==> config.mk <==
export PLATFORM = sky130hd
export DESIGN_NAME = alu_op_decode
export DESIGN_NICKNAME = d
export VERILOG_FILES = /design/src/rtl/alu_op_decode.sv
export SDC_FILE = /design/constraint.sdc
export NUM_CORES = 1
export LEC_CHECK = 0
export ABC_AREA = 1
export BUFFER_PORTS_ARGS = -buffer_cell sky130_fd_sc_hd__buf_2
export CORE_MARGIN = 5
export CORE_UTILIZATION = 50
export DETAILED_ROUTE_END_ITERATION = 16
export PLACE_DENSITY = 0.83
export SETUP_SLACK_MARGIN = 0.1
export SLEW_MARGIN = 15
export SYNTH_ARGS = -nofsm -noshare
export SYNTH_HDL_FRONTEND = slang
export SYNTH_SLANG_ARGS = --single-unit
==> constraint.sdc <==
create_clock -name clk -period 14.03 [get_ports clk]
set_clock_uncertainty 0.1 [all_clocks]
set_input_delay 0 -clock clk [delete_from_list [all_inputs] [get_ports clk]]
set_output_delay 0 -clock clk [all_outputs]
set_load 0.05 [all_outputs]
==> src/rtl/alu_op_decode.sv <==
// Decode-and-issue stage for RV32I OP/OP-IMM words into 64-bit ALU operands, behind a 2-entry skid buffer.
// Optional saturating illegal-word counter enabled by defining ALU_DEC_ILLEGAL_CNT_EN.
module alu_op_decode #(
    parameter int DATA_WIDTH = 64
) (
    input  logic                  clk,
    input  logic                  reset,
    input  logic                  in_inst_valid,
    output logic                  out_inst_ready,
    input  logic [31:0]           in_inst,
    input  logic [DATA_WIDTH-1:0] in_rs1_data,
    input  logic [DATA_WIDTH-1:0] in_rs2_data,
    output logic                  out_alu_valid,
    input  logic                  in_alu_ready,
    output logic [DATA_WIDTH-1:0] out_rs1,
    output logic [DATA_WIDTH-1:0] out_rs2,
    output logic [2:0]            out_funct3,
    output logic [6:0]            out_funct7,
    output logic [4:0]            out_rd_addr,
    output logic                  out_illegal,
    output logic [15:0]           out_illegal_count
);

    localparam logic [6:0] OPC_OP     = 7'b0110011;
    localparam logic [6:0] OPC_OP_IMM = 7'b0010011;
    localparam logic [6:0] F7_ALT     = 7'b0100000;

    typedef enum logic [1:0] {EMPTY, ONE, FULL} state_t;

    typedef struct packed {
        logic [DATA_WIDTH-1:0] rs1;
        logic [DATA_WIDTH-1:0] rs2;
        logic [2:0]            funct3;
        logic [6:0]            funct7;
        logic [4:0]            rd;
    } op_t;

    state_t state, state_next;
    op_t    op_p0, out_p1, skid_p1;
    logic   legal_p0;
    logic   accept, take, drop, consume;
    logic   load_out, load_skid, from_skid;
    logic   illegal_p1;

    // Source register indices are resolved by the regfile upstream.
    logic unused_rs_idx;
    assign unused_rs_idx = &{1'b0, in_inst[19:15]};

    // Stage 0: combinational decode of the offered word
    always_comb begin
        op_p0.rs1    = in_rs1_data;
        op_p0.rs2    = in_rs2_data;
        op_p0.funct3 = in_inst[14:12];
        op_p0.funct7 = 7'b0000000;
        op_p0.rd     = in_inst[11:7];
        legal_p0     = 1'b0;
        case (in_inst[6:0])
            OPC_OP: begin
                op_p0.funct7 = in_inst[31:25];
                if (in_inst[31:25] == 7'b0000000)
                    legal_p0 = 1'b1;
                else if (in_inst[31:25] == F7_ALT)
                    legal_p0 = (in_inst[14:12] == 3'b000) || (in_inst[14:12] == 3'b101);
            end
            OPC_OP_IMM: begin
                op_p0.rs2 = {{(DATA_WIDTH-12){in_inst[31]}}, in_inst[31:20]};
                legal_p0  = 1'b1;
                if (in_inst[14:12] == 3'b001) begin
                    legal_p0 = (in_inst[31:26] == 6'b000000);
                end else if (in_inst[14:12] == 3'b101) begin
                    if (in_inst[31:26] == 6'b010000)
                        op_p0.funct7 = F7_ALT;
                    else if (in_inst[31:26] != 6'b000000)
                        legal_p0 = 1'b0;
                end
            end
            default: legal_p0 = 1'b0;
        endcase
    end

    assign out_alu_valid  = (state != EMPTY);
    assign out_inst_ready = (state != FULL);

    assign accept  = in_inst_valid && out_inst_ready;
    assign take    = accept && legal_p0;
    assign drop    = accept && !legal_p0;
    assign consume = out_alu_valid && in_alu_ready;

    always_comb begin
        state_next = state;
        load_out   = 1'b0;
        load_skid  = 1'b0;
        from_skid  = 1'b0;
        case (state)
            EMPTY: begin
                if (take) begin
                    state_next = ONE;
                    load_out   = 1'b1;
                end
            end
            ONE: begin
                if (take && !consume) begin
                    state_next = FULL;
                    load_skid  = 1'b1;
                end else if (!take && consume) begin
                    state_next = EMPTY;
                end else if (take && consume) begin
                    load_out   = 1'b1;
                end
            end
            FULL: begin
                if (consume) begin
                    state_next = ONE;
                    load_out   = 1'b1;
                    from_skid  = 1'b1;
                end
            end
            default: state_next = EMPTY;
        endcase
    end

    // Stage 1: output and skid registers
    always_ff @(posedge clk or posedge reset) begin
        if (reset) begin
            state      <= EMPTY;
            out_p1     <= '0;
            illegal_p1 <= 1'b0;
        end else begin
            state      <= state_next;
            illegal_p1 <= drop;
            if (load_out)
                out_p1 <= from_skid ? skid_p1 : op_p0;
        end
    end

    // The skid entry is only observable after it is written, so it needs no reset.
    always_ff @(posedge clk) begin
        if (load_skid)
            skid_p1 <= op_p0;
    end

    assign out_rs1     = out_p1.rs1;
    assign out_rs2     = out_p1.rs2;
    assign out_funct3  = out_p1.funct3;
    assign out_funct7  = out_p1.funct7;
    assign out_rd_addr = out_p1.rd;
    assign out_illegal = illegal_p1;

`ifdef ALU_DEC_ILLEGAL_CNT_EN
    function automatic logic [15:0] sat_inc(input logic [15:0] v);
        return (v == 16'hFFFF) ? v : v + 16'd1;
    endfunction

    logic [15:0] illegal_cnt_p1;

    always_ff @(posedge clk or posedge reset) begin
        if (reset)
            illegal_cnt_p1 <= '0;
        else if (drop)
            illegal_cnt_p1 <= sat_inc(illegal_cnt_p1);
    end

    assign out_illegal_count = illegal_cnt_p1;
`else
    assign out_illegal_count = '0;
`endif

endmodule
==> qor.yml, run 1 <==
power:
  p_leak_nw: 8.90
  power.switching_mw: 0.542
  p_clk_share_pct: 41.1
  irDropWorstVdd_mv: 0.113
  sw_frac_of_total_pct: 26.2
  pwr-share-seq_pct: 45.3
  intPower_mw: 1.52
  comb_power_share_pct: 13.6
  power_density_nw_per_um2: 122
hold_path:
  hold_class: "in2reg"
  worstHoldStart: "in_rs1_data[34]"
route:
  drt_iter0_drc: 1091
  vias_per_cell: 5.45
  firstDrtPassIters: 6
  num_vias: 11900
  drc: 0
  wl_per_cell_um: 18.2
  drt_wl_total_mm: 39.7
  ant_nets: 0
synthesis:
  synth.area.top_cells: "edfxtp_1 34%, dfrtp_1 29%, nand2_1 20%"
  yosys_warnings: 0
  async_flop_share_pct: 50.5
  yosys_most_used_dff: "dfrtp_1"
  syn_area_um2: 12700
  synth_top_area_share_pct: 33.8
  synth_top_area_cell: "edfxtp_1"
  postSynthCellCount: 1414
  syn_area_per_cell_um2: 9.00
  synth_seq_cells: 289
  synth_edf_count: 143
  ys_types: 22
  ys_seq_area_share_pct: 62.5
floorplan:
  start_util_pct: 50.7
  die_h_um: 170
  die-area_um2: 28700
  coreArea_um2: 25100
  ios: 326
  die_w_um: 170
  rows: 58
critical_path:
  endpoint_kind: "register"
  crit_start: "state[0]"
  worstSetupStartpointType: "register"
  cp_data_arrival_time_ns: 4.40
  crit_path_max_fanout: 87
  worstSetupPathType: "reg2reg"
  required_ns: 14.34
  timing.rr.start: "state[0]"
clock_network:
  clk_pin_slew_ns: 0.07
  cts_setup_buffers: 0
  cts_num_sinks: 289
  cts_root_buffer: "clkbuf_16"
  cts_tree: "done"
  numCtsBuffers: 31
  cts_resized: 0
  cts.hold.buffers_added: 167
  cts_buffer_depth: 3
  insertion_delay_ns: 0.54
  cts_max_level: 1
finish:
  stdcell_count: 2186
  layout_commonest_cell: "nand2_1"
  final_cell_mix: "681 x nand2_1, 304 x buf_2, 167 x dlygate4sd3_1"
  area_delta_synth_final_pct: 33.6
  layout-drive-gt1-share_pct: 20.2
  diodes: 0
  nets: 1998
timing:
  maxSlewViolCount: 0
  worst_pin_slew_ns: 1.12
  fin_crit_sh_pct: 29.1
  hold_viol_final: 0
  setup_ws_ns: 9.94
  fin_setup_tns_ns: 0
  setup_viol: 0
  max_freq_ghz: 0.245
  slew_headroom_pct: 25.4
  rsz0062_at_grt: "false"
  min_period_ns: 4.09
global_route:
  grt_max_degree: 107
  grt_use_total_pct: 26.8
  grt_pass1_wl_mm: 62.7
  grt_pass1_vias: 11900
  grt.overflow.total: 0
  antenna_found_initial: 0
job:
  maxCapViolCount: 0
placed_design:
  dp.cells: 1962
  hpwlAfterDp_mm: 22.1
  place_congestion: 0.838
  dp_slack_ns: 10.04
  portBuffers: 304
status:
  status: "completed"
## through the flow
step / total power, mW / utilization [%] / instance area (um2) / hold WS (ns)
after floorplan: 1.12 / - / 12800 / -0.00113
final: 2.07 / 67.7 / 17000 / 0.0813
after global routing: 2.14 / 67.7 / 17000 / 0.0610
after global placement: 1.18 / 56.7 / 14200 / 0.0932
after CTS: 2.07 / 67.7 / 17000 / 0.00585
after detailed placement: 1.19 / 56.7 / 14200 / 0.0944
## final timing paths
path                            cells after the start  slack [ns]             to
worst min-delay path                                2        0.08   skid_p1[113]
worst min register to register                      2        0.40  out_funct7[5]
worst max-delay path                               14        9.94     out_rs2[4]
worst max register to register                     14        9.94     out_rs2[4]
min in group asynchronous                           3        0.10     out_rs1[2]
max in group asynchronous                           4       12.34    out_rs1[10]
## power by group through the flow
stage	sequential [mW]	combinational, mW	clock, mW
after CTS	0.934	0.277	0.858
final	0.935	0.281	0.850
after detailed placement	0.950	0.239	0
after global placement	0.949	0.234	0
after global routing	0.938	0.299	0.900
after floorplan	1.04	0.0717	0
## routing by layer
layer | track usage (%) | vias to the layer above | part of all wire [%]
met4 | 10.4 | 0 | 4.2
met2 | 44.9 | 752 | 49
met3 | 4.61 | 132 | 9.2
li1 | - | 5417 | -
met5 | 0 | - | 0
met1 | 35.2 | 5614 | 38
## cell usage after synthesis, types with 17 or more instances
| cell | n |
|---|---|
| a31oi_1 | 58 |
| buf_1 | 19 |
| buf_2 | 30 |
| buf_4 | 17 |
| clkbuf_1 | 37 |
| dfrtp_1 | 146 |
| edfxtp_1 | 143 |
| inv_1 | 22 |
| nand2_1 | 683 |
| nand3_1 | 153 |
| nor2_1 | 77 |
## cell families after synthesis
kind of cell,Yosys count,share of synthesized area [%]
and+or+nand+nor,917,28.7
other,1,0.0295
buffers and inverters,136,5.28
AOI/OAI and AO/OA,69,3.29
DFF,289,62.5
adders and majority gates,2,0.197
## registers in the layout, summed over array words and instances, names as in the netlist
signal	cells
out_funct3	3
state	2
out_rd_addr	5
out_funct7	7
out_rs1	64
out_illegal	1
skid_p1	143
out_rs2	64
## area by class of cell
cell class / count / area, um2
tap: 330 / 413
clock inverter: 15 / 183
sequential: 289 / 7950
clock buffer: 42 / 888
timing repair buffer: 481 / 3270
multi-input combinational: 1004 / 4190
fill: 1814 / 8120
inverter: 25 / 101
## critical path, stage by stage, from the launching register on
cell and delay, ns:
dfrtp_1 0.42, nor2_1 0.27, inv_1 0.11, nand2_1 0.10, inv_1 0.08, nand2_1 0.09
inv_1 0.06, ha_1 0.19, nand3_1 0.09, nand2_1 0.09, inv_4 0.69, nand2_4 0.58
buf_4 0.56, nand2_1 0.25, nand2_1 0.11
No activity file was read; power rests on OpenSTA's default activity.
==> run 2: changes to the inputs <==
Settings changed: ABC_AREA 1 to 0, CORE_UTILIZATION 50 to 48, PLACE_DENSITY 0.83 to 0.84.
Clock period 14.03 ns to 3.55 ns, I/O delays scaled along.
==> run 2 against run 1 <==
Synthesized cell count down 32%. Routed wire length down 9.0%. Core utilization down 0.29 points. Critical path depth unchanged. Die area up 1.6%. Clock power rose to 3.6 times the previous value. Cell count down 18%. Sequential cell count unchanged. Critical endpoint is now out_rs2[33].
==> qor.yml, run 2 <==
status:
  status: "completed"
critical_path:
  endpoint_kind: "register"
  crit_path_max_fanout: 37
  regToRegEndpoint: "out_rs2[33]"
  cpPeakStageDelay_ns: 0.62
  regToRegSetupSlack_ns: 0.68
  required_ns: 3.90
  worstSetupPathType: "in2reg"
  critical-path-slowest-cell: "dlygate4sd3_1"
  cp_data_arrival_time_ns: 3.51
  cp_cell_sequence: "dlygate4sd3_1, buf_2, nor4_2, dlygate4sd3_1, nand4_1, o22ai_4, nor2b_4, ha_1, nand2_1, o21ai_0, a31oi_4, buf_12, buf_12, mux2i_1"
  timing.rr.start: "state[1]"
  worstSetupStartpointType: "input port"
  reg2reg_depth: 11
synthesis:
  synthSimpleGateAreaFrac_pct: 8.03
  ys_top_cells_by_count: "220 x nand2_1, 146 x dfrtp_1, 143 x edfxtp_1, 128 x mux2i_1, 91 x mux2_2"
  synth_edf_count: 143
  yosys_most_used_dff: "dfrtp_1"
  ys_types: 38
  synth-xor-area-share_pct: 0.0705
  synth_adder_area_share_pct: 0.201
  synth_seq_cells: 289
  synth_top_area_share_pct: 34.6
  async_flop_share_pct: 50.5
  synth.area.top_cells: "edfxtp_1 35%, dfrtp_1 29%, mux2i_1 10%"
  syn_area_per_cell_um2: 12.9
  yosysMostFrequentCell: "nand2_1"
  synth.area.mux_share_pct: 19.1
  postSynthCellCount: 964
  ys_seq_area_share_pct: 64.0
  synth_compound_area_share_pct: 3.74
  syn_area_um2: 12400
  yosys_warnings: 0
  synth_top_family_by_area: "multiplexers"
  synth_top_area_cell: "edfxtp_1"
power:
  irDropWorstVdd_mv: 0.443
  power_density_nw_per_um2: 506
  power_mw: 8.64
  p_leak_nw: 9.07
floorplan:
  die_h_um: 171
  ios: 326
  rows: 58
  start_util_pct: 49.0
  coreArea_um2: 25300
  die_w_um: 171
  die-area_um2: 29200
route:
  ant_nets: 0
  drt_iter0_drc: 848
  vias_per_cell: 5.25
  firstDrtPassIters: 5
  num_vias: 9405
  wl_per_cell_um: 20.1
  drc: 0
  drt_wl_total_mm: 36.1
finish:
  nets: 1603
  area_delta_synth_final_pct: 37.4
  fill_cells: 1669
  layout_commonest_cell: "buf_2"
  largest_reg_flops: 143
  regMostFlops: "skid_p1"
  seq_area_um2: 7950
  stdcell_count: 1792
  multiInputGateArea_um2: 3990
  finalInstanceArea_um2: 17100
  layout-drive-gt1-share_pct: 32.1
  final_core_util_pct: 67.4
  final_cell_mix: "304 x buf_2, 218 x nand2_1, 170 x dlygate4sd3_1"
global_route:
  grt.overflow.total: 0
  grt_use_total_pct: 24.1
  grt_pass1_vias: 10300
  grt_max_degree: 144
  grt_pass1_wl_mm: 56.2
  antenna_found_initial: 1
timing:
  min_period_ns: 3.17
  slew_headroom_pct: 39.3
  setup_viol: 0
  hold_slack_ns: 0.0720
  maxSlewViolCount: 0
  hold_viol_final: 0
  worst_pin_slew_ns: 0.910
  max_freq_ghz: 0.316
  rsz0062_at_grt: "false"
  fin_crit_sh_pct: 89.2
clock_network:
  cts_buffer_depth: 3
  clk_pin_slew_ns: 0.06
  cts_num_sinks: 289
  insertion_delay_ns: 0.55
  cts_max_level: 1
  cts_root_buffer: "clkbuf_16"
  cts_tree: "done"
  numCtsBuffers: 30
placed_design:
  hpwlAfterDp_mm: 20.1
  place_area_um2: 14400
  dp.cells: 1563
  portBuffers: 304
  place_congestion: 0.771
hold_path:
  hold_class: "in2async"
job:
  maxCapViolCount: 0
==> run 2: cell count changes in the layout (fill, tap and decap cells not counted), sizes merged, moves of 8 or more <==
| cell | change |
|---|---|
| a21o | +53 |
| a31oi | -56 |
| buf | +9 |
| inv | +44 |
| mux2 | +97 |
| mux2i | +128 |
| nand2 | -464 |
| nand3 | -150 |
| nor2 | -74 |
| o21ai | -8 |
==> run 2: layer usage <==
| layer | vias to the layer above | wire [um] | GRT usage (%) |
|---|---|---|---|
| li1 | 4206 | - | - |
| met1 | 4615 | 13600 | 30.1 |
| met2 | 480 | 18000 | 41.5 |
| met3 | 104 | 2950 | 5.27 |
| met4 | 0 | 1450 | 8.61 |
| met5 | - | 0 | 0 |
==> run 2: worst max-delay path: cells and delay by family <==
kind,cells,cell delay (ns)
buffers and inverters,5,1.74
and+or+nand+nor,4,0.73
AOI/OAI and AO/OA,3,0.63
muxes,1,0.20
adders and majority gates,1,0.15
==> run 2: worst max path at each step <==
stage                            from           to  slack, ns  cells past startpoint
after floorplan            in_inst[3]   skid_p1[0]      -0.74                      8
after global placement     in_inst[3]  out_rs2[61]       0.34                     12
after detailed placement   in_inst[3]  out_rs2[10]       0.30                     12
after CTS                 in_inst[31]  out_rs2[41]       0.18                     14
after global routing      in_inst[31]  out_rs2[41]       0.31                     14
final                     in_inst[31]  out_rs2[33]       0.38                     14
==> run 2: cell type report <==
type,instances,area share (%)
Sequential cell,289,46.6
Clock buffer,48,5.21
Timing Repair Buffer,493,20.4
Clock inverter,8,0.425
Multi-Input combinational cell,552,23.4
Tap cell,330,2.42
Antenna cell,1,0.0147
Inverter,71,1.58
==> run 2: stage by stage <==
step | TNS, ns | setup slack [ns]
floorplan | -106.03 | -0.741
global placement | 0 | 0.338
detailed placement | 0 | 0.296
CTS | 0 | 0.179
global route | 0 | 0.314
finish | 0 | 0.383
==> run 2: repair_timing <==
item,4_1_cts,5_1_grt
gates resized for setup,0,1
endpoints found under the hold margin,317,0
hold buffers,170,0
setup buffers,0,2
endpoints found under the setup margin,0,112
==> run 2: cells by family (layout without fill, tap and decap cells) <==
family,Yosys count,in the layout
AND/OR/NAND/NOR,247,247
AO/OA/AOI/OAI,61,61
multiplexers,225,225
flip-flops,289,289
other,1,17
adder cells (fa/ha/maj),2,2
XOR/XNOR,1,1
buffers and inverters,138,620
==> run 2: where the power goes <==
part	switching [mW]	total, mW	internal (mW)
sequential	0.127	3.86	3.73
clock	1.28	3.07	1.78
combinational	1.20	1.72	0.513
